===== src/rtl/bp_be_superscalar_issue_fifo_if.sv =====
// ---------------------------------------------------------------------------
// bp_be_superscalar_issue_fifo_if
//
// Purpose: bundles every non-clock/non-reset signal of the superscalar issue
// FIFO. Signal names keep the FIFO-side direction suffix (_i = into the FIFO,
// _o = out of the FIFO).
//
// Handshake (enqueue side): an entry is transferred on a rising edge when
// v_i and ready_and_o are both high in the cycle before it. ready_and_o never
// depends on v_i, so the producer may raise v_i after looking at ready_and_o.
// Head side: v_o[k] marks slot k of data_o as holding a real entry. The
// consumer reports how many head entries it took via read_cnt_i and how many
// it retired via commit_cnt_i. Both counts are clamped inside the FIFO.
//
// Signals:
//   clr_i, suppress_i, roll_i    control inputs
//   data_i, v_i, ready_and_o     enqueue handshake
//   data_o, v_o                  issue_width_p head slots
//   read_cnt_i, commit_cnt_i     speculative read / commit counts
//   cnt_o, spec_cnt_o, empty_o,  occupancy status
//   almost_full_o
//   wptr_o, rptr_o, cptr_o       raw pointer values (wrap bit is the MSB)
//
// Modports: master = producer/consumer side, slave = the FIFO.
// ---------------------------------------------------------------------------
interface bp_be_superscalar_issue_fifo_if #(
    parameter int width_p       = 64,
    parameter int els_p         = 16,
    parameter int issue_width_p = 2
);
    localparam int cnt_w = $clog2(els_p + 1);
    localparam int iw_w  = $clog2(issue_width_p + 1);
    localparam int ptr_w = $clog2(els_p) + 1;

    logic                             clr_i;
    logic                             suppress_i;
    logic [width_p-1:0]               data_i;
    logic                             v_i;
    logic                             ready_and_o;
    logic [issue_width_p*width_p-1:0] data_o;
    logic [issue_width_p-1:0]         v_o;
    logic [iw_w-1:0]                  read_cnt_i;
    logic [iw_w-1:0]                  commit_cnt_i;
    logic                             roll_i;
    logic [cnt_w-1:0]                 cnt_o;
    logic [cnt_w-1:0]                 spec_cnt_o;
    logic                             empty_o;
    logic                             almost_full_o;
    logic [ptr_w-1:0]                 wptr_o;
    logic [ptr_w-1:0]                 rptr_o;
    logic [ptr_w-1:0]                 cptr_o;

    modport master (
        output clr_i, suppress_i, data_i, v_i, read_cnt_i, commit_cnt_i, roll_i,
        input  ready_and_o, data_o, v_o, cnt_o, spec_cnt_o, empty_o, almost_full_o,
        input  wptr_o, rptr_o, cptr_o
    );

    modport slave (
        input  clr_i, suppress_i, data_i, v_i, read_cnt_i, commit_cnt_i, roll_i,
        output ready_and_o, data_o, v_o, cnt_o, spec_cnt_o, empty_o, almost_full_o,
        output wptr_o, rptr_o, cptr_o
    );
endinterface


===== src/rtl/bp_be_superscalar_issue_fifo.sv =====
// ---------------------------------------------------------------------------
// bp_be_superscalar_issue_fifo
//
// Purpose: circular issue queue between the FE queue and backend issue.
// Three pointers (write, speculative read, commit checkpoint) share one flop
// array. The head exposes issue_width_p entries combinationally. The read
// pointer can be rolled back to the checkpoint, and the whole queue can be
// cleared.
//
// Ports:
//   clk_i      clock, all state updates on the rising edge
//   reset_n_i  asynchronous active-low reset
//   io         bp_be_superscalar_issue_fifo_if.slave (handshake, head, status)
//
// Parameters must match those of the connected interface instance:
// els_p is a power of two >= 2, and 1 <= issue_width_p <= els_p.
// ---------------------------------------------------------------------------
module bp_be_superscalar_issue_fifo #(
    parameter int width_p       = 64,
    parameter int els_p         = 16,
    parameter int issue_width_p = 2,
    parameter int afull_slack_p = 2
) (
    input logic                           clk_i,
    input logic                           reset_n_i,
    bp_be_superscalar_issue_fifo_if.slave io
);
    localparam int idx_w = $clog2(els_p);
    localparam int ptr_w = idx_w + 1;           // extra MSB is the wrap bit
    localparam int cnt_w = $clog2(els_p + 1);   // equals ptr_w for power-of-two depth

    // Pointer state
    logic [ptr_w-1:0] wptr_q, wptr_d;
    logic [ptr_w-1:0] rptr_q, rptr_d;
    logic [ptr_w-1:0] cptr_q, cptr_d;

    // Storage: written only through wptr. Contents are never reset or cleared,
    // because pointer state alone decides what is visible.
    logic [width_p-1:0] mem_q [els_p];

    // Distances between pointers. Modular subtraction on ptr_w bits gives the
    // true distance because no distance can exceed els_p.
    logic [ptr_w-1:0] held;        // wptr - cptr: all occupied slots
    logic [ptr_w-1:0] unread;      // wptr - rptr: not yet read speculatively
    logic [ptr_w-1:0] inflight;    // rptr - cptr: read but not committed
    logic [ptr_w-1:0] free_slots;

    logic [ptr_w-1:0] read_req;
    logic [ptr_w-1:0] commit_req;
    logic [ptr_w-1:0] eff_read;
    logic [ptr_w-1:0] eff_commit;

    logic full;
    logic ready;
    logic enq;

    // -----------------------------------------------------------------------
    // Occupancy, handshake and clamped counts
    // -----------------------------------------------------------------------
    always_comb begin
        held       = wptr_q - cptr_q;
        unread     = wptr_q - rptr_q;
        inflight   = rptr_q - cptr_q;
        free_slots = ptr_w'(els_p) - held;

        // Full is measured from the commit pointer. Entries that were read
        // but not yet committed still occupy their slots until retired.
        full  = (held == ptr_w'(els_p));
        ready = ~full & ~io.suppress_i & ~io.clr_i;
        enq   = io.v_i & ready;

        // The consumer may ask for more than is available. Clamp so that
        // cptr <= rptr <= wptr always holds.
        read_req   = ptr_w'(io.read_cnt_i);
        commit_req = ptr_w'(io.commit_cnt_i);
        eff_read   = (read_req < unread)     ? read_req   : unread;
        eff_commit = (commit_req < inflight) ? commit_req : inflight;
    end

    // -----------------------------------------------------------------------
    // Next-state pointers. Priority is clr > roll > read. Commit and enqueue
    // do not depend on roll.
    // -----------------------------------------------------------------------
    always_comb begin
        wptr_d = wptr_q + ptr_w'(enq);
        cptr_d = cptr_q + eff_commit;
        // A roll rewinds to the checkpoint after this cycle's commit is
        // applied, and any read in the same cycle is discarded.
        rptr_d = io.roll_i ? (cptr_q + eff_commit) : (rptr_q + eff_read);

        if (io.clr_i) begin
            wptr_d = '0;
            rptr_d = '0;
            cptr_d = '0;
        end
    end

    always_ff @(posedge clk_i or negedge reset_n_i) begin
        if (!reset_n_i) begin
            wptr_q <= '0;
            rptr_q <= '0;
            cptr_q <= '0;
        end else begin
            wptr_q <= wptr_d;
            rptr_q <= rptr_d;
            cptr_q <= cptr_d;
        end
    end

    // Single write port. enq is already low during clr and when full.
    always_ff @(posedge clk_i) begin
        if (enq) begin
            mem_q[wptr_q[idx_w-1:0]] <= io.data_i;
        end
    end

    // -----------------------------------------------------------------------
    // Head slots: slot k is the entry at rptr+k. The index wraps naturally
    // because it is idx_w bits wide. Data is driven whether or not the slot
    // is valid.
    // -----------------------------------------------------------------------
    for (genvar k = 0; k < issue_width_p; k++) begin : g_head
        logic [idx_w-1:0] slot_idx;
        assign slot_idx = rptr_q[idx_w-1:0] + idx_w'(k);
        assign io.data_o[k*width_p +: width_p] = mem_q[slot_idx];
        assign io.v_o[k] = (ptr_w'(k) < unread) & ~io.suppress_i;
    end

    // -----------------------------------------------------------------------
    // Status outputs
    // -----------------------------------------------------------------------
    assign io.ready_and_o   = ready;
    assign io.cnt_o         = cnt_w'(held);
    assign io.spec_cnt_o    = cnt_w'(unread);
    assign io.empty_o       = (unread == '0);
    assign io.almost_full_o = (int'(free_slots) <= afull_slack_p);
    assign io.wptr_o        = wptr_q;
    assign io.rptr_o        = rptr_q;
    assign io.cptr_o        = cptr_q;

endmodule

===== src/flat_wrapper.sv =====
// flat-port wrapper written by rule: the top's interface ports become plain ports
module bp_be_superscalar_issue_fifo_flat 
#(
    parameter int width_p       = 64,
    parameter int els_p         = 16,
    parameter int issue_width_p = 2,
    parameter int afull_slack_p = 2
)
  (clk_i, reset_n_i, io_clr_i, io_suppress_i, io_data_i, io_v_i, io_read_cnt_i, io_commit_cnt_i, io_roll_i, io_ready_and_o, io_data_o, io_v_o, io_cnt_o, io_spec_cnt_o, io_empty_o, io_almost_full_o, io_wptr_o, io_rptr_o, io_cptr_o);
  bp_be_superscalar_issue_fifo_if #(.width_p(width_p), .els_p(els_p), .issue_width_p(issue_width_p)) io_i ();
  input logic clk_i;
  input logic reset_n_i;
  input wire logic [$bits(io_i.clr_i)-1:0] io_clr_i;
  input wire logic [$bits(io_i.suppress_i)-1:0] io_suppress_i;
  input wire logic [$bits(io_i.data_i)-1:0] io_data_i;
  input wire logic [$bits(io_i.v_i)-1:0] io_v_i;
  input wire logic [$bits(io_i.read_cnt_i)-1:0] io_read_cnt_i;
  input wire logic [$bits(io_i.commit_cnt_i)-1:0] io_commit_cnt_i;
  input wire logic [$bits(io_i.roll_i)-1:0] io_roll_i;
  output wire logic [$bits(io_i.ready_and_o)-1:0] io_ready_and_o;
  output wire logic [$bits(io_i.data_o)-1:0] io_data_o;
  output wire logic [$bits(io_i.v_o)-1:0] io_v_o;
  output wire logic [$bits(io_i.cnt_o)-1:0] io_cnt_o;
  output wire logic [$bits(io_i.spec_cnt_o)-1:0] io_spec_cnt_o;
  output wire logic [$bits(io_i.empty_o)-1:0] io_empty_o;
  output wire logic [$bits(io_i.almost_full_o)-1:0] io_almost_full_o;
  output wire logic [$bits(io_i.wptr_o)-1:0] io_wptr_o;
  output wire logic [$bits(io_i.rptr_o)-1:0] io_rptr_o;
  output wire logic [$bits(io_i.cptr_o)-1:0] io_cptr_o;
  assign io_i.clr_i = io_clr_i;
  assign io_i.suppress_i = io_suppress_i;
  assign io_i.data_i = io_data_i;
  assign io_i.v_i = io_v_i;
  assign io_i.read_cnt_i = io_read_cnt_i;
  assign io_i.commit_cnt_i = io_commit_cnt_i;
  assign io_i.roll_i = io_roll_i;
  assign io_ready_and_o = io_i.ready_and_o;
  assign io_data_o = io_i.data_o;
  assign io_v_o = io_i.v_o;
  assign io_cnt_o = io_i.cnt_o;
  assign io_spec_cnt_o = io_i.spec_cnt_o;
  assign io_empty_o = io_i.empty_o;
  assign io_almost_full_o = io_i.almost_full_o;
  assign io_wptr_o = io_i.wptr_o;
  assign io_rptr_o = io_i.rptr_o;
  assign io_cptr_o = io_i.cptr_o;
  bp_be_superscalar_issue_fifo #(.width_p(width_p), .els_p(els_p), .issue_width_p(issue_width_p), .afull_slack_p(afull_slack_p)) u_core (.clk_i(clk_i), .reset_n_i(reset_n_i), .io(io_i));
endmodule

===== config.mk =====
export PLATFORM = sky130hd
export DESIGN_NAME = bp_be_superscalar_issue_fifo_flat
export DESIGN_NICKNAME = d
export VERILOG_FILES = /design/src/rtl/bp_be_superscalar_issue_fifo_if.sv /design/src/rtl/bp_be_superscalar_issue_fifo.sv /design/src/flat_wrapper.sv
export SDC_FILE = /design/constraint.sdc
export NUM_CORES = 2
export LEC_CHECK = 0
export CAP_MARGIN = 20
export CORE_MARGIN = 8
export CORE_UTILIZATION = 60
export DETAILED_ROUTE_END_ITERATION = 8
export DONT_BUFFER_PORTS = 1
export PLACE_DENSITY = 0.87
export SETUP_SLACK_MARGIN = 0.05
export SYNTH_ARGS = -nofsm -noshare
export SYNTH_HDL_FRONTEND = slang
export SYNTH_SLANG_ARGS = --single-unit

===== constraint.sdc =====
create_clock -name clk_i -period 9.6 [get_ports clk_i]
set_input_delay 1.92 -clock clk_i [delete_from_list [all_inputs] [get_ports clk_i]]
set_output_delay 1.92 -clock clk_i [all_outputs]
set_load 0.01 [all_outputs]

==> flow_metrics.env <==
export IMPL_outcome="finished clean"
export IMPL_hold_slack_ns=0.738
export IMPL_route_vias_total=26400
export IMPL_cp_start_kind="flop"
export IMPL_yosysWarnings=0
export IMPL_drc_errors=0
export IMPL_yosysSeqAreaShare_pct=64.7
export IMPL_gp_congestion=0.800
export IMPL_final_nets=2447
export IMPL_nFillCells=4913
export IMPL_maxSlewHeadroom_pct=21.4
export IMPL_synth_area_per_cell_um2=20.5
export IMPL_clock_skew_ns=0.0166
export IMPL_yosys_area_top_type="edfxtp_1"
export IMPL_gr_total_overflow=0
export IMPL_antenna_found_initial=0
export IMPL_seq_area_um2=31100
export IMPL_drv_slew=0
export IMPL_htree_num_levels=3
export IMPL_place_ws_ns=3.08
export IMPL_synthTopCellsByArea="edfxtp_1, mux4_2, nand2_1"
export IMPL_cts_resized=0
export IMPL_wire_per_inst_um=36.7
export IMPL_cts_max_path_buffers=3
export IMPL_synth_common_cells="edfxtp_1, mux4_2, nand2_1, buf_2, a31oi_1"
export IMPL_arrival_ns=5.24
export IMPL_synthDominantCellAreaShare_pct=63.9
export IMPL_place_hpwl_mm=69.0
export IMPL_power_leakage_nw=16.4
export IMPL_required_ns=7.68
export IMPL_cts_buffers=104
export IMPL_setup_violations=0
export IMPL_drt_initial_drc_count=3368
export IMPL_io_buffers=0
export IMPL_yosys_register_bits=1039
export IMPL_max_cap_violations=0
export IMPL_grt_total_usage_pct=28.5
export IMPL_grt_pass1_vias=27600
export IMPL_area_growth_pct=9.39
export IMPL_synth_area_um2=48100
export IMPL_start_util_pct=60.2
export IMPL_multiInputGateArea_um2=16100
export IMPL_max_stage_delay_ns=0.88
export IMPL_path_class="reg2out"
export IMPL_die_h_um=299
export IMPL_cts_sinks=1039
export IMPL_ant_nets=0
export IMPL_crit_fanout=146
export IMPL_synth_edf_count=1024
export IMPL_hold_viol=0
export IMPL_drt_total_wl_mm=128
export IMPL_max_freq_mhz=140
export IMPL_ys_flop_type="edfxtp_1"
export IMPL_dieArea_um2=89500
export IMPL_critPathSlowestCell="dfrtp_4"
export IMPL_period_minus_slack_ns=7.16
export IMPL_cts_setup_buffers=0
export IMPL_vias_per_cell=7.57
export IMPL_rows=104
export IMPL_cp_cell_sequence="buf_4, buf_4, buf_12, mux4_2, mux4_2"
export IMPL_finalCritPeriodShare_pct=74.5
export IMPL_power_density_nw_per_um2=297
export IMPL_tightest_slew_ns=1.18
export IMPL_synthCells=2348
export IMPL_rsz0062_at_grt="no"
export IMPL_grt_max_degree=147
export IMPL_drive_gt1_share_pct=33.9
export IMPL_core_area_um2=79900
export IMPL_layout_setup_ws_ns=2.44
export IMPL_root_buffer="clkbuf_16"
export IMPL_n_antenna_cell=0
export IMPL_hold_path_class="reg2reg"
export IMPL_clk_pin_slew_ns=0.07
export IMPL_first_pass_iters=7
export IMPL_async_flop_share_pct=1.44
export IMPL_cts_tree="yes"
export IMPL_synthDistinctLibCells=41
export IMPL_grt_pass1_wl_mm=188
export IMPL_cp_end_kind="primary output"
export IMPL_worstSkewPairLatency_ns=0.66
export IMPL_tns_ns=0
export IMPL_ir_drop_mv=0.242
export IMPL_fp_dieW_um=299
export IMPL_pin_count=232
export IMPL_yosysMostFrequentCell="edfxtp_1"
export IMPL_postCtsHoldBufs=0
[worst max-delay path: cells and delay by family, from the launching register on]
kind | cells | cell delay, ns
multiplexers | 2 | 1.22
flip-flops | 1 | 0.88
buffers and inverters | 3 | 2.11
[cell usage in the layout (no fill, tap or decap), drive strengths merged, types with 2 or more instances in the layout]
cell type / synthesis / routed
nor3: 7 / 7
mux2i: 2 / 2
nand2b: 2 / 2
nor2: 29 / 29
clkbuf: 62 / 118
a211oi: 2 / 2
edfxtp: 1024 / 1024
xnor2: 12 / 12
ha: 28 / 28
o21a: 5 / 5
buf: 111 / 56
o21ai: 3 / 3
clkinv: 0 / 46
a21o: 8 / 8
mux4: 576 / 576
a21oi: 8 / 8
bufinv: 0 / 15
fa: 5 / 5
nand3: 6 / 6
nand2: 260 / 260
inv: 19 / 22
xor2: 8 / 8
a31oi: 68 / 68
or3: 3 / 3
nor2b: 5 / 5
conb: 1 / 4
o211ai: 2 / 2
dfrtp: 15 / 15
and3: 65 / 65
clkinvlp: 0 / 8
mux2: 5 / 5
[sequential cells by signal, indices dropped and copies added, names as in the netlist]
signal,cells
u_core.mem_q,1024
u_core.io.cptr_o,5
u_core.io.wptr_o,5
u_core.io.rptr_o,5
[area by class of cell]
| type | instances | area share [%] |
|---|---|---|
| flip-flops and latches | 1039 | 59.2 |
| multi-input cells | 1120 | 30.7 |
| clock buffers | 118 | 5.05 |
| well taps | 1060 | 2.52 |
| clock inverters | 72 | 1.53 |
| repair buffers | 56 | 0.861 |
| inverters | 19 | 0.140 |
[per-layer routing]
metal	part of all wire [%]	global-route usage, %	up-vias
met4	5.0	12.9	0
met2	50	47.1	2108
met3	12	7.89	392
li1	-	-	10000
met1	32	35.3	13900
met5	0	0	-
[stage by stage]
stage | power [mW] | util [%] | cell area (µm²) | instances
floorplan | 10.0 | - | 48100 | 2351
global placement | 11.4 | 61.5 | 49100 | 3293
detailed placement | 11.5 | 61.5 | 49100 | 3294
CTS | 15.7 | 65.8 | 52600 | 3484
global route | 16.2 | 65.8 | 52600 | 3484
finish | 15.6 | 65.8 | 52600 | 3484
[worst paths after layout]
check / cells past startpoint / startpoint / slack (ns) / endpoint
worst max-delay path: 5 / u_core.io.rptr_o[0] / 2.44 / io_data_o[86]
worst min-delay path: 2 / u_core.io.wptr_o[4] / 0.74 / u_core.io.wptr_o[4]
worst max register to register: 15 / u_core.io.cptr_o[1] / 3.84 / u_core.mem_q[15][60]
worst min register to register: 2 / u_core.io.wptr_o[4] / 0.74 / u_core.io.wptr_o[4]
max in group asynchronous: 0 / reset_n_i / 8.57 / u_core.io.rptr_o[3]
min in group asynchronous: 0 / reset_n_i / 0.94 / u_core.io.rptr_o[0]
[power by group]
group / total, mW / leakage, nW / switching (mW) / internal (mW)
Clock: 4.14 / 1.68 / 1.74 / 2.40
Combinational: 6.29 / 5.31 / 3.44 / 2.85
Sequential: 5.19 / 9.40 / 0.152 / 5.03
[cell families (layout without fill, tap and decap cells)]
group	after synthesis	in the layout	share of synthesized area, %
buf+inv	192	265	2.02
simple gates	381	381	3.43
other cells	1	4	0.00780
flops	1039	1039	64.7
fa+ha+maj	33	33	0.937
xor+xnor	20	20	0.396
compound gates	99	99	1.33
mux	583	583	27.2
No activity file was read; power rests on OpenSTA's default activity.
